File: src/rtl/i2c_pkg.sv
// Shared I2C definitions: target FSM states and bus-level constants.
package i2c_pkg;

  localparam int unsigned I2C_ADDR_W = 7;
  localparam int unsigned I2C_CNT_W  = 4;

  localparam logic                  I2C_ACK      = 1'b0;
  localparam logic                  I2C_NACK     = 1'b1;
  localparam logic [I2C_ADDR_W-1:0] I2C_GEN_CALL = 7'h00;

  typedef enum logic [2:0] {
    ST_IDLE,
    ST_ADDR,
    ST_ADDR_ACK,
    ST_WR_DATA,
    ST_WR_ACK,
    ST_RD_DATA,
    ST_RD_ACK,
    ST_WAIT_STOP
  } i2c_state_e;

endpackage

File: src/rtl/i2c_bus_sync.sv
// SCL/SDA input synchronizers plus edge/START/STOP detection, shared by I2C master and target.
module i2c_bus_sync #(
  parameter int unsigned SYNC_STAGES = 2
) (
  input  logic clk,
  input  logic rst,
  input  logic scl_i,
  input  logic sda_i,
  output logic sda_s,
  output logic scl_rise_c,
  output logic scl_fall_c,
  output logic start_c,
  output logic stop_c
);

  logic [SYNC_STAGES-1:0] scl_sync;
  logic [SYNC_STAGES-1:0] sda_sync;
  logic                   scl_s;
  logic                   scl_d;
  logic                   sda_d;

  // Chains reset to the idle (released) bus level so reset never fakes an edge.
  always_ff @(posedge clk) begin
    if (rst) begin
      scl_sync <= '1;
      sda_sync <= '1;
      scl_d    <= 1'b1;
      sda_d    <= 1'b1;
    end else begin
      scl_sync <= {scl_sync[SYNC_STAGES-2:0], scl_i};
      sda_sync <= {sda_sync[SYNC_STAGES-2:0], sda_i};
      scl_d    <= scl_sync[SYNC_STAGES-1];
      sda_d    <= sda_sync[SYNC_STAGES-1];
    end
  end

  assign scl_s = scl_sync[SYNC_STAGES-1];
  assign sda_s = sda_sync[SYNC_STAGES-1];

  // SCL must be stably high on both samples, so an SCL/SDA change in one clk is only an SCL edge.
  assign scl_rise_c = scl_s & ~scl_d;
  assign scl_fall_c = ~scl_s & scl_d;
  assign start_c    = scl_s & scl_d & sda_d & ~sda_s;
  assign stop_c     = scl_s & scl_d & ~sda_d & sda_s;

endmodule

File: src/rtl/i2c_slave.sv
// I2C target endpoint: decodes bus traffic, ACKs its address, moves bytes to/from the user side.
// Optional macro I2C_GEN_CALL_EN: also ACK the general-call write address byte 8'h00.
module i2c_slave
  import i2c_pkg::*;
#(
  parameter logic [I2C_ADDR_W-1:0] SLAVE_ADDR  = 7'h01,
  parameter int unsigned           SYNC_STAGES = 2
) (
  input  logic       clk,
  input  logic       rst,
  input  logic       scl_i,
  input  logic       sda_i,
  output logic       sda_oe,
  output logic [7:0] rx_data,
  output logic       rx_valid,
  input  logic [7:0] tx_data,
  output logic       tx_rd,
  output logic       busy,
  output logic       selected,
  output logic       rw
);

  logic sda_s, scl_rise_c, scl_fall_c, start_c, stop_c;

  i2c_bus_sync #(.SYNC_STAGES(SYNC_STAGES)) u_sync (
    .clk        (clk),
    .rst        (rst),
    .scl_i      (scl_i),
    .sda_i      (sda_i),
    .sda_s      (sda_s),
    .scl_rise_c (scl_rise_c),
    .scl_fall_c (scl_fall_c),
    .start_c    (start_c),
    .stop_c     (stop_c)
  );

  i2c_state_e           state_q, state_nxt;
  logic [7:0]           shift_q, shift_nxt;
  logic [7:0]           tx_sh_q, tx_sh_nxt;
  logic [I2C_CNT_W-1:0] cnt_q, cnt_nxt;
  logic                 sda_oe_nxt, rx_valid_nxt, tx_rd_nxt;
  logic                 busy_nxt, selected_nxt, rw_nxt;
  logic [7:0]           rx_data_nxt;
  logic                 gen_hit_c, addr_hit_c;

`ifdef I2C_GEN_CALL_EN
  assign gen_hit_c = (shift_q == {I2C_GEN_CALL, 1'b0});
`else
  assign gen_hit_c = 1'b0;
`endif
  assign addr_hit_c = (shift_q[7:1] == SLAVE_ADDR) || gen_hit_c;

  always_ff @(posedge clk) begin
    if (rst) begin
      state_q  <= ST_IDLE;
      shift_q  <= 8'h00;
      tx_sh_q  <= 8'h00;
      cnt_q    <= '0;
      sda_oe   <= 1'b0;
      rx_data  <= 8'h00;
      rx_valid <= 1'b0;
      tx_rd    <= 1'b0;
      busy     <= 1'b0;
      selected <= 1'b0;
      rw       <= 1'b0;
    end else begin
      state_q  <= state_nxt;
      shift_q  <= shift_nxt;
      tx_sh_q  <= tx_sh_nxt;
      cnt_q    <= cnt_nxt;
      sda_oe   <= sda_oe_nxt;
      rx_data  <= rx_data_nxt;
      rx_valid <= rx_valid_nxt;
      tx_rd    <= tx_rd_nxt;
      busy     <= busy_nxt;
      selected <= selected_nxt;
      rw       <= rw_nxt;
    end
  end

  // Bus conditions first, then per-state SCL edge handling; sda_oe only moves on SCL fall.
  always_comb begin
    state_nxt    = state_q;
    shift_nxt    = shift_q;
    tx_sh_nxt    = tx_sh_q;
    cnt_nxt      = cnt_q;
    sda_oe_nxt   = sda_oe;
    rx_data_nxt  = rx_data;
    rx_valid_nxt = 1'b0;
    tx_rd_nxt    = 1'b0;
    busy_nxt     = busy;
    selected_nxt = selected;
    rw_nxt       = rw;

    if (start_c) begin
      state_nxt    = ST_ADDR;
      cnt_nxt      = '0;
      busy_nxt     = 1'b1;
      selected_nxt = 1'b0;
      sda_oe_nxt   = 1'b0;
    end else if (stop_c) begin
      state_nxt    = ST_IDLE;
      busy_nxt     = 1'b0;
      selected_nxt = 1'b0;
      sda_oe_nxt   = 1'b0;
    end else begin
      case (state_q)
        ST_ADDR, ST_WR_DATA: begin
          if (scl_rise_c) begin
            shift_nxt = {shift_q[6:0], sda_s};
            cnt_nxt   = cnt_q + I2C_CNT_W'(1);
          end else if (scl_fall_c && cnt_q == I2C_CNT_W'(8)) begin
            if (state_q == ST_WR_DATA) begin
              rx_data_nxt  = shift_q;
              rx_valid_nxt = 1'b1;
              sda_oe_nxt   = 1'b1;
              state_nxt    = ST_WR_ACK;
            end else if (addr_hit_c) begin
              sda_oe_nxt   = 1'b1;
              rw_nxt       = shift_q[0];
              selected_nxt = 1'b1;
              state_nxt    = ST_ADDR_ACK;
            end else begin
              state_nxt = ST_WAIT_STOP;
            end
          end
        end
        ST_ADDR_ACK, ST_WR_ACK: begin
          if (scl_fall_c) begin
            cnt_nxt = '0;
            if (state_q == ST_ADDR_ACK && rw) begin
              tx_sh_nxt  = tx_data;
              tx_rd_nxt  = 1'b1;
              sda_oe_nxt = ~tx_data[7];
              state_nxt  = ST_RD_DATA;
            end else begin
              sda_oe_nxt = 1'b0;
              state_nxt  = ST_WR_DATA;
            end
          end
        end
        ST_RD_DATA: begin
          if (scl_fall_c) begin
            if (cnt_q == I2C_CNT_W'(7)) begin
              sda_oe_nxt = 1'b0;
              state_nxt  = ST_RD_ACK;
            end else begin
              tx_sh_nxt  = {tx_sh_q[6:0], 1'b0};
              sda_oe_nxt = ~tx_sh_q[6];
              cnt_nxt    = cnt_q + I2C_CNT_W'(1);
            end
          end
        end
        ST_RD_ACK: begin
          // A NACK leaves on the rise, so any fall seen here follows a master ACK.
          if (scl_rise_c && sda_s == I2C_NACK) begin
            sda_oe_nxt = 1'b0;
            state_nxt  = ST_WAIT_STOP;
          end else if (scl_fall_c) begin
            tx_sh_nxt  = tx_data;
            tx_rd_nxt  = 1'b1;
            sda_oe_nxt = ~tx_data[7];
            cnt_nxt    = '0;
            state_nxt  = ST_RD_DATA;
          end
        end
        default: ;
      endcase
    end
  end

endmodule

File: config.mk
export PLATFORM = sky130hd
export DESIGN_NAME = i2c_slave
export DESIGN_NICKNAME = d
export VERILOG_FILES = /design/src/rtl/i2c_pkg.sv /design/src/rtl/i2c_bus_sync.sv /design/src/rtl/i2c_slave.sv
export SDC_FILE = /design/constraint.sdc
export NUM_CORES = 1
export LEC_CHECK = 0
export ABC_AREA = 0
export CORE_MARGIN = 2
export CORE_UTILIZATION = 40
export DETAILED_ROUTE_END_ITERATION = 16
export RECOVER_POWER = 50
export SLEW_MARGIN = 20
export SYNTH_ARGS = -nofsm -noshare
export SYNTH_HDL_FRONTEND = slang
export SYNTH_SLANG_ARGS = --single-unit
File: constraint.sdc
create_clock -name clk -period 3.35 [get_ports clk]
set_input_delay 0.67 -clock clk [delete_from_list [all_inputs] [get_ports clk]]
set_output_delay 0.67 -clock clk [all_outputs]
set_load 0.005 [all_outputs]
### Word-level counts from Yosys, hierarchy flattened

Cells that the tools add are included.

* muxes and demuxes: 45
* $add $sub $neg: 1
* reductions and logical operators: 21
* equal/unequal tests: 27
* bitwise logic cells: 19

Operator list (number)
* $mux W7: 6
* $mux W3: 10
* $reduce_and A7 Y1: 4
* $pmux W7 S3: 1
* $mux W4: 5
* $ne A2 B2 Y1 const B: 10
* $ne A4 B4 Y1 const B: 5
* $mux W1: 19
* $pmux W4 S4: 1
* $not A1 Y1: 12
* $pmux W3 S4: 1
* $reduce_and A6 Y1: 2
* $eq A3 B3 Y1 const B: 3
* $reduce_and A9 Y1: 1
* $and A1 B1 Y1: 7
* $eq A7 B1 Y1 const B: 1
* $eq A3 B2 Y1 const B: 2
* $ne A3 B3 Y1 const B: 2
* $reduce_bool A6 Y1: 1
* $reduce_or A2 Y1: 3
* $reduce_or A6 Y1: 1
* $ne A5 B5 Y1 const B: 1
* $reduce_and A5 Y1: 1
* $add A4 B1 Y4 const B: 1
* 11 further kinds: 13

* input bits: 12
* output and inout bits: 14
* bits in registers: 42
* word-level logic and storage cells: 129

### Depth between registers and ports, before layout

Gate-level depths: netlist of run 1.

* word-level depth: 8
* gate-level depth with buffers: 7
* depth with buffers taken out: 6

### Cells and area by module

From an unflattened synthesis of run 1, not the netlist that was laid out.

* cells, all modules: 230
* area total of the unflattened synthesis: 2028.2 sq um

Modules (own cells, without submodules)
* i2c_slave: area an instance 1838.0 sq um, seq. area each 720.7 sq um, instances 1, cells an instance 214
* i2c_bus_sync: area an instance 190.2 sq um, seq. area each 120.1 sq um, instances 1, cells an instance 16

### Worst setup path after synthesis of run 1

Ideal clock, no wire load.

* path type: flip-flop to flip-flop
* start point: register u_sync.scl_sync[1]
* end point: register cnt_q[3]
* setup time: 0.117 ns
* data arrival time: 1.473 ns
* path buffers: 1
* data required time: 3.233 ns
* path slack: 1.760 ns
* period minus slack after synthesis: 1.590 ns
* cell stages (with the launch flop): 7
* path through: dfxtp_1 > buf_6 > and2b_4 > o21ai_0 > a31oi_1 > nand3_1 > a32o_1

* longest elaborated chain between the ends: 5
* elaborated cells between the ends (all ways): 18
* those cells by class: 3 x eq/ne; 3 x mux; 9 x bitwise; 3 x reduce/logical

RTL lines
* from (decl): line i2c_bus_sync.sv:16 `logic [SYNC_STAGES-1:0] scl_sync;`
* from (signal assigned): line i2c_bus_sync.sv:30 `scl_sync <= {scl_sync[SYNC_STAGES-2:0], scl_i};`
* $not A1 Y1 / $and A1 B1 Y1 (equally long branches): line i2c_bus_sync.sv:42, i2c_bus_sync.sv:43, i2c_bus_sync.sv:44
* $and A1 B1 Y1, on equally long branches: line i2c_bus_sync.sv:42, i2c_bus_sync.sv:44
* $mux W4 / $and A1 B1 Y1 (equally long branches)
* $mux W4 / $not A1 Y1 (equally long branches)
* $pmux W4 S4 / $reduce_and A6 Y1 (equally long branches)
* to (signal assigned): line i2c_slave.sv:70 `cnt_q <= cnt_nxt;`
* to (decl): line i2c_slave.sv:40 `logic [I2C_CNT_W-1:0] cnt_q, cnt_nxt;`

Several ways; a longest one is shown, not always the timed one. The select of a mux whose other input is x is not followed.
A chain may end at the register's enable or synchronous reset.

### Worst setup path in the final report of run 1

* start point: input port rst
* end point: register cnt_q[2]

* longest elaborated chain between the ends: 1

RTL lines
* from (decl): line i2c_slave.sv:10 `input logic rst,`
* $reduce_or A2 Y1 (no line)

Every way passes these cells.

==> results.sh, run 1 <==
export IMPL_status="complete, no violations"
export IMPL_synthCells=230
export IMPL_period_share_pct=70.0
export IMPL_gp_congestion=0.838
export IMPL_intPower_w=0.00104
export IMPL_hpwl_um=3210
export IMPL_nFillCells=531
export IMPL_hold_buffers=0
export IMPL_finalCriticalPeriod_ns=2.34
export IMPL_power_frac_comb_pct=35.8
export IMPL_setup_tns_ns=0
export IMPL_clock_root_buffer="clkbuf_8"
export IMPL_vdd_drop_max_uv=335
export IMPL_power_density_nw_per_um2=645
export IMPL_holdCritPathClass="flip-flop to flip-flop"
export IMPL_cp_startpoint="rst"
export IMPL_drc_errors=0
export IMPL_async_flop_share_pct=0
export IMPL_drt_iter0_drc=129
export IMPL_cpPeakStageDelay_ns=0.77
export IMPL_yosys_top_cells_count="42 x dfxtp_1, 25 x nand2_1, 20 x a21oi_1"
export IMPL_post_cts_buffers=0
export IMPL_htree_num_levels=2
export IMPL_cp_depth=5
export IMPL_area_delta_synth_final_pct=17.4
export IMPL_pwr_share_seq_pct=39.5
export IMPL_antenna_cells=0
export IMPL_reg2reg_slack_ns=1.20
export IMPL_gr_usage_all_layers_pct=16.0
export IMPL_relSlewSlack_pct=30.6
export IMPL_yosysTopAreaCell="dfxtp_1"
export IMPL_path_max_fanout=25
export IMPL_nets=266
export IMPL_vias=1704
export IMPL_synthTopCellsByArea="dfxtp_1 39%, mux2i_1 7.0%, a21oi_1 4.7%"
export IMPL_seq_area_frac_synth_pct=39.5
export IMPL_min_from="u_sync.sda_sync[0]"
export IMPL_cpMaxStageDelayCell="clkbuf_1"
export IMPL_slew_violations=0
export IMPL_syn_area_um2=2130
export IMPL_drive_above_1_share_pct=12.3
export IMPL_dr_pass1_iters=4
export IMPL_tightestPinTransition_ns=1.04
export IMPL_numCtsBuffers=5
export IMPL_synth_edf_count=0
export IMPL_start_util_pct=41.5
export IMPL_clk_pin_slew_worst_paths_ns=0.08
export IMPL_cp_arrival_ns=2.54
export IMPL_avgSynthCellArea_um2=9.26
export IMPL_timing_rr_start="state_q[2]"
export IMPL_antenna_found_initial=0
export IMPL_routedWlPerCell_um=13.7
export IMPL_setup_viol=0
export IMPL_ys_flop_type="dfxtp_1"
export IMPL_detail_route_antenna_nets=0
export IMPL_port_buffers=25
export IMPL_setup_ws_ns=1.01
export IMPL_synth_warnings=0
export IMPL_place_ws_ns=1.25
export IMPL_hold_path_endpoint="u_sync.sda_sync[1]"
export IMPL_cts_tree="done"
export IMPL_fp_coreArea_um2=5140
export IMPL_max_cap_violations=0
export IMPL_synth_top_cell_area_share_pct=39.5
export IMPL_grt_pass1_vias=1607
export IMPL_finalHoldViolations=0
export IMPL_synth_distinct_cells=59
export IMPL_worst_setup_path_type="primary input to flip-flop"
export IMPL_p_sw_w=0.000569
export IMPL_dp_cells=315
export IMPL_crit_chain="dlygate4sd3_1, clkbuf_1, a41o_1, nor3b_1, a32o_1"
export IMPL_worstPathRequired_ns=3.54
export IMPL_num_rows=26
export IMPL_overflow=0
export IMPL_die_w_um=77.0
export IMPL_seqCellArea_um2=841
export IMPL_p_sw_share_pct=35.3
export IMPL_endpoint_kind="flip-flop"
export IMPL_synth_most_common_cell="dfxtp_1"
export IMPL_power_static_leakage_nw=1.05
export IMPL_post_cts_resized=0
export IMPL_synth_nets=244
export IMPL_crit_buf_inv=2
export IMPL_clock_path_buffers=2
export IMPL_ys_ff_latch=42
export IMPL_fin_cells=323
export IMPL_cp_start_kind="primary input"
export IMPL_fp_dieH_um=77.0
export IMPL_r2r_end="rx_data[1]"
export IMPL_finClkSkew_ns=0.00457
export IMPL_routed_wl_um=4440
export IMPL_clkPwrFrac_pct=24.7
export IMPL_rsz0062_at_grt="false"
export IMPL_cts_sinks=42
export IMPL_critical_path_top_delay_family="buffers and inverters"
export IMPL_max_clock_freq_ghz=0.426
export IMPL_grt_pass1_wl_um=7690
export IMPL_worstHoldPathCells=1
export IMPL_multi_input_comb_area_um2=1180
export IMPL_io_pins=26
export IMPL_grt_start_max_net_pins=26
export IMPL_dieArea_um2=5930
export IMPL_clkLatencyLatePin_ns=0.29
export IMPL_reg2regPathDepth=5
export IMPL_viasPerCell=5.28
## per-layer routing
metal	share of wire (%)	global-route usage, %
met4	1.1	5.18
met2	43	23.4
met5	0	0
met3	2.5	3.65
met1	54	23.1
## kinds of logic after synthesis
| group | synth area share [%] |
|---|---|
| mux | 7.05 |
| fa+ha+maj | 1.17 |
| xor+xnor | 0.822 |
| buf+inv | 4.99 |
| flops | 39.5 |
| compound gates | 23.0 |
| simple gates | 23.5 |
## area by class of cell
type,count,area share (%)
repair buffers,27,10.3
inverters,6,0.900
flip-flops and latches,42,33.6
clock buffers,6,2.90
well taps,70,3.50
clock inverters,2,1.50
multi-input cells,170,47.3
## worst max-delay path by stage
stage,slack [ns],to
after CTS,1.24,cnt_q[3]
after global placement,1.28,cnt_q[3]
final,1.01,cnt_q[2]
after detailed placement,1.25,cnt_q[3]
after floorplan,1.76,cnt_q[3]
after global routing,0.83,cnt_q[3]
## cell usage in the layout, fill, tap and decap left out, drive strengths merged, types with 3 or more instances in the layout
| cell type | Yosys | layout |
|---|---|---|
| and2b | 3 | 3 |
| a21o | 3 | 3 |
| dfxtp | 42 | 42 |
| a21oi | 23 | 23 |
| nor3 | 4 | 4 |
| nand3 | 4 | 4 |
| o21ai | 8 | 8 |
| clkdlybuf4s50 | 0 | 14 |
| or2 | 7 | 7 |
| dlygate4sd3 | 0 | 11 |
| clkbuf | 6 | 8 |
| inv | 6 | 6 |
| nand2b | 4 | 4 |
| a311oi | 7 | 7 |
| nor2 | 14 | 14 |
| and3 | 3 | 3 |
| a211oi | 4 | 4 |
| nand2 | 25 | 25 |
| nor2b | 4 | 4 |
| nand4 | 4 | 4 |
| nor4 | 5 | 5 |
| mux2i | 15 | 15 |
## state kept, by name, indices dropped and copies added, names as in the netlist, 2 cells and up
name,flops
cnt_q,4
rx_data,8
shift_q,8
state_q,3
tx_sh_q,7
u_sync.scl_sync,2
u_sync.sda_sync,2
## stage by stage
| stage | hold WS (ns) | total power, W | utilization (%) | instance area, µm² |
|---|---|---|---|---|
| final | 0.411 | 0.00161 | 48.7 | 2500 |
| after global routing | 0.436 | 0.00173 | 48.7 | 2500 |
| after CTS | 0.413 | 0.00163 | 48.8 | 2510 |
| after detailed placement | 0.394 | 0.00123 | 46.7 | 2400 |
| after global placement | 0.392 | 0.00122 | 46.7 | 2400 |
| after floorplan | 0.389 | 0.00115 | - | 2130 |
## power groups by stage
stage	sequential [W]	combinational [W]	clock [W]
2_1_floorplan	0.000603	0.000551	0
3_3_place_gp	0.000646	0.000570	0
3_5_place_dp	0.000647	0.000578	0
4_1_cts	0.000635	0.000580	0.000413
5_1_grt	0.000652	0.000643	0.000434
6_report	0.000638	0.000577	0.000399
No activity file was read; power rests on OpenSTA's default activity.
==> inputs of run 2 (changes only) <==
==> constraint.sdc (replaced) <==
create_clock -name clk -period 2.08 [get_ports clk]
set_input_delay 0.416 -clock clk [delete_from_list [all_inputs] [get_ports clk]]
set_output_delay 0.416 -clock clk [all_outputs]
set_load 0.005 [all_outputs]
==> results.sh, run 2 (same netlist as run 1, synthesis figures left out) <==
export IMPL_status="complete, no violations"
export IMPL_setup_viol=0
export IMPL_post_cts_resized=0
export IMPL_utilization_pct=49.4
export IMPL_htree_num_levels=2
export IMPL_numCtsBuffers=5
export IMPL_gp_congestion=0.798
export IMPL_nFillCells=539
export IMPL_wl_met3_um=193
export IMPL_path_max_fanout=15
export IMPL_routedWlPerCell_um=13.9
export IMPL_num_rows=26
export IMPL_io_pins=26
export IMPL_setup_tns_ns=0
export IMPL_finalHoldViolations=0
export IMPL_reg2reg_slack_ns=0.23
export IMPL_wirelength_met1_um=2360
export IMPL_relSlewSlack_pct=65.5
export IMPL_grt_start_max_net_pins=16
export IMPL_antenna_cells=0
export IMPL_mostFrequentLayoutCells="42 x dfxtp_1, 25 x nand2_1, 20 x a21oi_1"
export IMPL_route_top_layer_used="met4"
export IMPL_cts_tree="done"
export IMPL_drt_iter0_drc=107
export IMPL_detail_route_antenna_nets=0
export IMPL_layout_commonest_cell="dfxtp_1"
export IMPL_viasPerCell=5.40
export IMPL_tightestPinTransition_ns=0.517
export IMPL_cpPeakStageDelay_ns=0.61
export IMPL_nets=274
export IMPL_period_share_pct=89.1
export IMPL_port_buffers=25
export IMPL_max_cap_violations=0
export IMPL_vias=1787
export IMPL_slew_violations=0
export IMPL_clock_path_buffers=2
export IMPL_hpwl_um=3370
export IMPL_worst_setup_path_type="flip-flop to flip-flop"
export IMPL_cp_start_kind="flip-flop"
export IMPL_p_total_w=0.00254
export IMPL_dieArea_um2=5930
export IMPL_die_w_um=77.0
export IMPL_rsz0062_at_grt="false"
export IMPL_dp_cells=323
export IMPL_drc_errors=0
export IMPL_vdd_drop_max_uv=396
export IMPL_gr_usage_all_layers_pct=16.3
export IMPL_cts_sinks=42
export IMPL_endpoint_kind="flip-flop"
export IMPL_power_static_leakage_nw=1.08
export IMPL_hold_buffers=0
export IMPL_drive_above_1_share_pct=15.7
export IMPL_clkLatencyLatePin_ns=0.30
export IMPL_routed_wl_um=4590
export IMPL_fp_dieH_um=77.0
export IMPL_overflow=0
export IMPL_cpMaxStageDelayCell="dfxtp_1"
export IMPL_start_util_pct=41.5
export IMPL_dr_pass1_iters=4
export IMPL_power_density_nw_per_um2=1000
export IMPL_grt_pass1_wl_um=7820
export IMPL_top_regs="rx_data: 8 flops, shift_q: 8 flops, tx_sh_q: 7 flops"
export IMPL_post_cts_buffers=0
export IMPL_area_delta_synth_final_pct=19.2
export IMPL_fin_cells=331
export IMPL_finClkSkew_ns=0.00647
export IMPL_post_dp_cell_area_um2=2460
export IMPL_antenna_found_initial=0
export IMPL_clock_root_buffer="clkbuf_8"
export IMPL_clk_pin_slew_worst_paths_ns=0.08
export IMPL_crit_chain="and2b_1, nand2_1, a31oi_1, nand3_1, a32o_1"
export IMPL_max_clock_freq_ghz=0.540
export IMPL_fp_coreArea_um2=5140
export IMPL_wl_met2_um=1970
export IMPL_cp_arrival_ns=2.05
export IMPL_finalCriticalPeriod_ns=1.85
export IMPL_grt_pass1_vias=1625
export IMPL_worstPathRequired_ns=2.27
export IMPL_holdCritPathClass="flip-flop to flip-flop"
export IMPL_final_cell_area_um2=2540
-- run 2: cell count changes in the layout (fill, tap and decap cells not counted), sizes merged --
| cell | before | now |
|---|---|---|
| buf | 0 | 7 |
| clkdlybuf4s50 | 14 | 12 |
| clkinv | 0 | 2 |
| dlygate4sd3 | 11 | 13 |
| bufinv | 1 | 0 |
-- run 2: path summary, 6_finish.rpt --
path | startpoint | to | depth (start not counted)
max | state_q[0] | cnt_q[2] | 5
min | u_sync.scl_sync[0] | u_sync.scl_sync[1] | 1
max reg2reg | state_q[0] | cnt_q[2] | 5
min reg2reg | u_sync.scl_sync[0] | u_sync.scl_sync[1] | 1
-- run 2: critical path, delay by kind of cell (launching register included) --
kind               cells  cell delay (ns)
and+or+nand+nor        3             0.52
DFF                    1             0.61
AOI/OAI and AO/OA      2             0.62
-- run 2: power by group --
part / switching, W / internal [W] / total (W)
clock: 0.000300 / 0.000236 / 0.000536
sequential: 0.0000981 / 0.000897 / 0.000995
combinational: 0.000552 / 0.000459 / 0.00101
-- run 2: through the flow --
stage	setup slack, ns	hold slack [ns]
CTS	0.256	0.413
detailed placement	0.267	0.392
global placement	0.291	0.390
global route	0.0677	0.420
floorplan	0.490	0.389
finish	0.227	0.412
-- run 2: metal layers --
metal / GRT usage (%) / vias to the layer above
li1: - / 898
met1: 23.0 / 841
met2: 24.4 / 41
met3: 3.53 / 7
met4: 6.07 / 0
met5: 0 / -
-- run 2: final cells by class --
| type | count | area [µm²] | share of cell area (%) |
|---|---|---|---|
| repair buffers | 35 | 315 | 12.4 |
| clock buffers | 5 | 68.8 | 2.71 |
| multi-input cells | 170 | 1180 | 46.6 |
| inverters | 6 | 22.5 | 0.887 |
| flip-flops and latches | 42 | 841 | 33.1 |
| clock inverters | 3 | 21.3 | 0.837 |
| well taps | 70 | 87.6 | 3.45 |
==> inputs of run 3 (changes only) <==
--- a/config.mk
+++ b/config.mk
@@ -7,10 +7,11 @@
 export LEC_CHECK = 0
 export ABC_AREA = 0
 export CORE_MARGIN = 2
-export CORE_UTILIZATION = 40
+export CORE_UTILIZATION = 50
 export DETAILED_ROUTE_END_ITERATION = 16
+export PLACE_DENSITY = 0.76
 export RECOVER_POWER = 50
-export SLEW_MARGIN = 20
+export SLEW_MARGIN = 30
 export SYNTH_ARGS = -nofsm -noshare
 export SYNTH_HDL_FRONTEND = slang
 export SYNTH_SLANG_ARGS = --single-unit
==> results.sh, run 3 (same netlist as run 1, synthesis figures left out) <==
export IMPL_crit_chain="and2b_1, a21oi_1, o221ai_2, a211oi_1, a211oi_2"
export IMPL_grt_start_max_net_pins=25
export IMPL_cpMaxStageDelayCell="dfxtp_1"
export IMPL_numCtsBuffers=5
export IMPL_crit_buf_inv=0
export IMPL_setup_tns_ns=0
export IMPL_status="complete, no violations"
export IMPL_max_clock_freq_ghz=0.536
export IMPL_routed_wl_um=4330
export IMPL_hold_buffers=0
export IMPL_start_util_pct=52.5
export IMPL_finalCriticalPeriod_ns=1.87
export IMPL_worst_setup_path_type="flip-flop to flip-flop"
export IMPL_period_share_pct=89.7
export IMPL_clock_root_buffer="clkbuf_8"
export IMPL_nets=273
export IMPL_path_max_fanout=15
export IMPL_cpPeakStageDelay_ns=0.60
export IMPL_holdCritPathClass="flip-flop to flip-flop"
export IMPL_mostFrequentLayoutCells="42 x dfxtp_1, 25 x nand2_1, 20 x a21oi_1"
export IMPL_post_cts_buffers=0
export IMPL_cp_arrival_ns=2.02
export IMPL_top_regs="rx_data: 8 flops, shift_q: 8 flops, tx_sh_q: 7 flops"
export IMPL_utilization_pct=62.3
export IMPL_detail_route_antenna_nets=0
export IMPL_max_cap_violations=0
export IMPL_setup_viol=0
export IMPL_die_w_um=69.3
export IMPL_area_delta_synth_final_pct=18.6
export IMPL_slew_violations=0
export IMPL_grt_pass1_vias=1611
export IMPL_finClkSkew_ns=0.00443
export IMPL_clk_pin_slew_worst_paths_ns=0.08
export IMPL_cp_start_kind="flip-flop"
export IMPL_htree_num_levels=2
export IMPL_antenna_cells=0
export IMPL_cts_sinks=42
export IMPL_endpoint_kind="flip-flop"
export IMPL_dieArea_um2=4800
export IMPL_cts_tree="done"
export IMPL_hpwl_um=3120
export IMPL_relSlewSlack_pct=38.2
export IMPL_clkLatencyLatePin_ns=0.30
export IMPL_port_buffers=25
export IMPL_routedWlPerCell_um=14.0
export IMPL_fp_coreArea_um2=4060
export IMPL_finalHoldViolations=0
export IMPL_drt_iter0_drc=66
export IMPL_drive_above_1_share_pct=15.0
export IMPL_vias=1773
export IMPL_gr_usage_all_layers_pct=19.0
export IMPL_overflow=0
export IMPL_viasPerCell=5.72
export IMPL_worstPathRequired_ns=2.23
export IMPL_drc_errors=0
export IMPL_critical_path_top_delay_family="compound AO/OA/AOI/OAI gates"
export IMPL_fp_dieH_um=69.3
export IMPL_vdd_drop_max_uv=620
export IMPL_antenna_found_initial=0
export IMPL_power_density_nw_per_um2=1050
export IMPL_clock_path_buffers=2
export IMPL_grt_pass1_wl_um=7420
export IMPL_layout_commonest_cell="dfxtp_1"
export IMPL_gp_congestion=0.879
export IMPL_dr_pass1_iters=4
export IMPL_rsz0062_at_grt="false"
export IMPL_nFillCells=373
export IMPL_io_pins=26
export IMPL_place_ws_ns=0.274
export IMPL_post_cts_resized=0
export IMPL_tightestPinTransition_ns=0.927
export IMPL_setup_ws_ns=0.213
export IMPL_num_rows=23
export IMPL_power_static_leakage_nw=1.10
## run 3: cell count changes in the layout (fill, tap and decap cells not counted)
cell             previous run  this run
nor4_2                      2         1
clkinv_4                    1         0
bufinv_16                   0         1
clkbuf_2                    1         0
clkdlybuf4s50_1            12        10
nor4_1                      3         4
inv_6                       0         1
dlygate4sd3_1              13        15
clkinvlp_4                  1         0
## run 3: area by class of cell
type	instances	area, µm²	share of cell area (%)
clock inverters	3	43.8	1.73
inverters	6	22.5	0.892
multi-input cells	170	1180	46.6
clock buffers	5	68.8	2.72
repair buffers	34	310	12.3
flip-flops and latches	42	841	33.3
well taps	50	62.6	2.48
## run 3: worst paths after layout
path | cells after the start | start | slack [ns] | endpoint
setup reg to reg | 5 | state_q[0] | 0.21 | state_q[0]
hold reg to reg | 1 | u_sync.sda_sync[0] | 0.41 | u_sync.sda_sync[1]
hold / removal | 1 | u_sync.sda_sync[0] | 0.41 | u_sync.sda_sync[1]
setup / recovery | 5 | state_q[0] | 0.21 | state_q[0]
## run 3: through the flow
step	cell area, µm²	power [W]	cells	hold slack (ns)
after global placement	2430	0.00199	302	0.391
after detailed placement	2430	0.00201	302	0.393
after global routing	2530	0.00283	310	0.433
final	2530	0.00266	310	0.413
after floorplan	2130	0.00186	230	0.389
after CTS	2540	0.00268	310	0.414
## run 3: power breakdown
group	leakage, nW	switching [W]	internal [W]
sequential	0.341	0.0000984	0.000897
clock	0.0585	0.000299	0.000360
combinational	0.697	0.000548	0.000458
## run 3: routing by layer
metal  vias to the layer above  share of wire (%)  track usage [%]  routed length [µm]
met3                         8                5.0             4.36                 217
met4                         0                2.1             7.19                  93
met2                        46                 45             29.5                1940
met1                       822                 48             25.7                2070
met5                         -                  0                0                   0
li1                        897                  -                -                   -
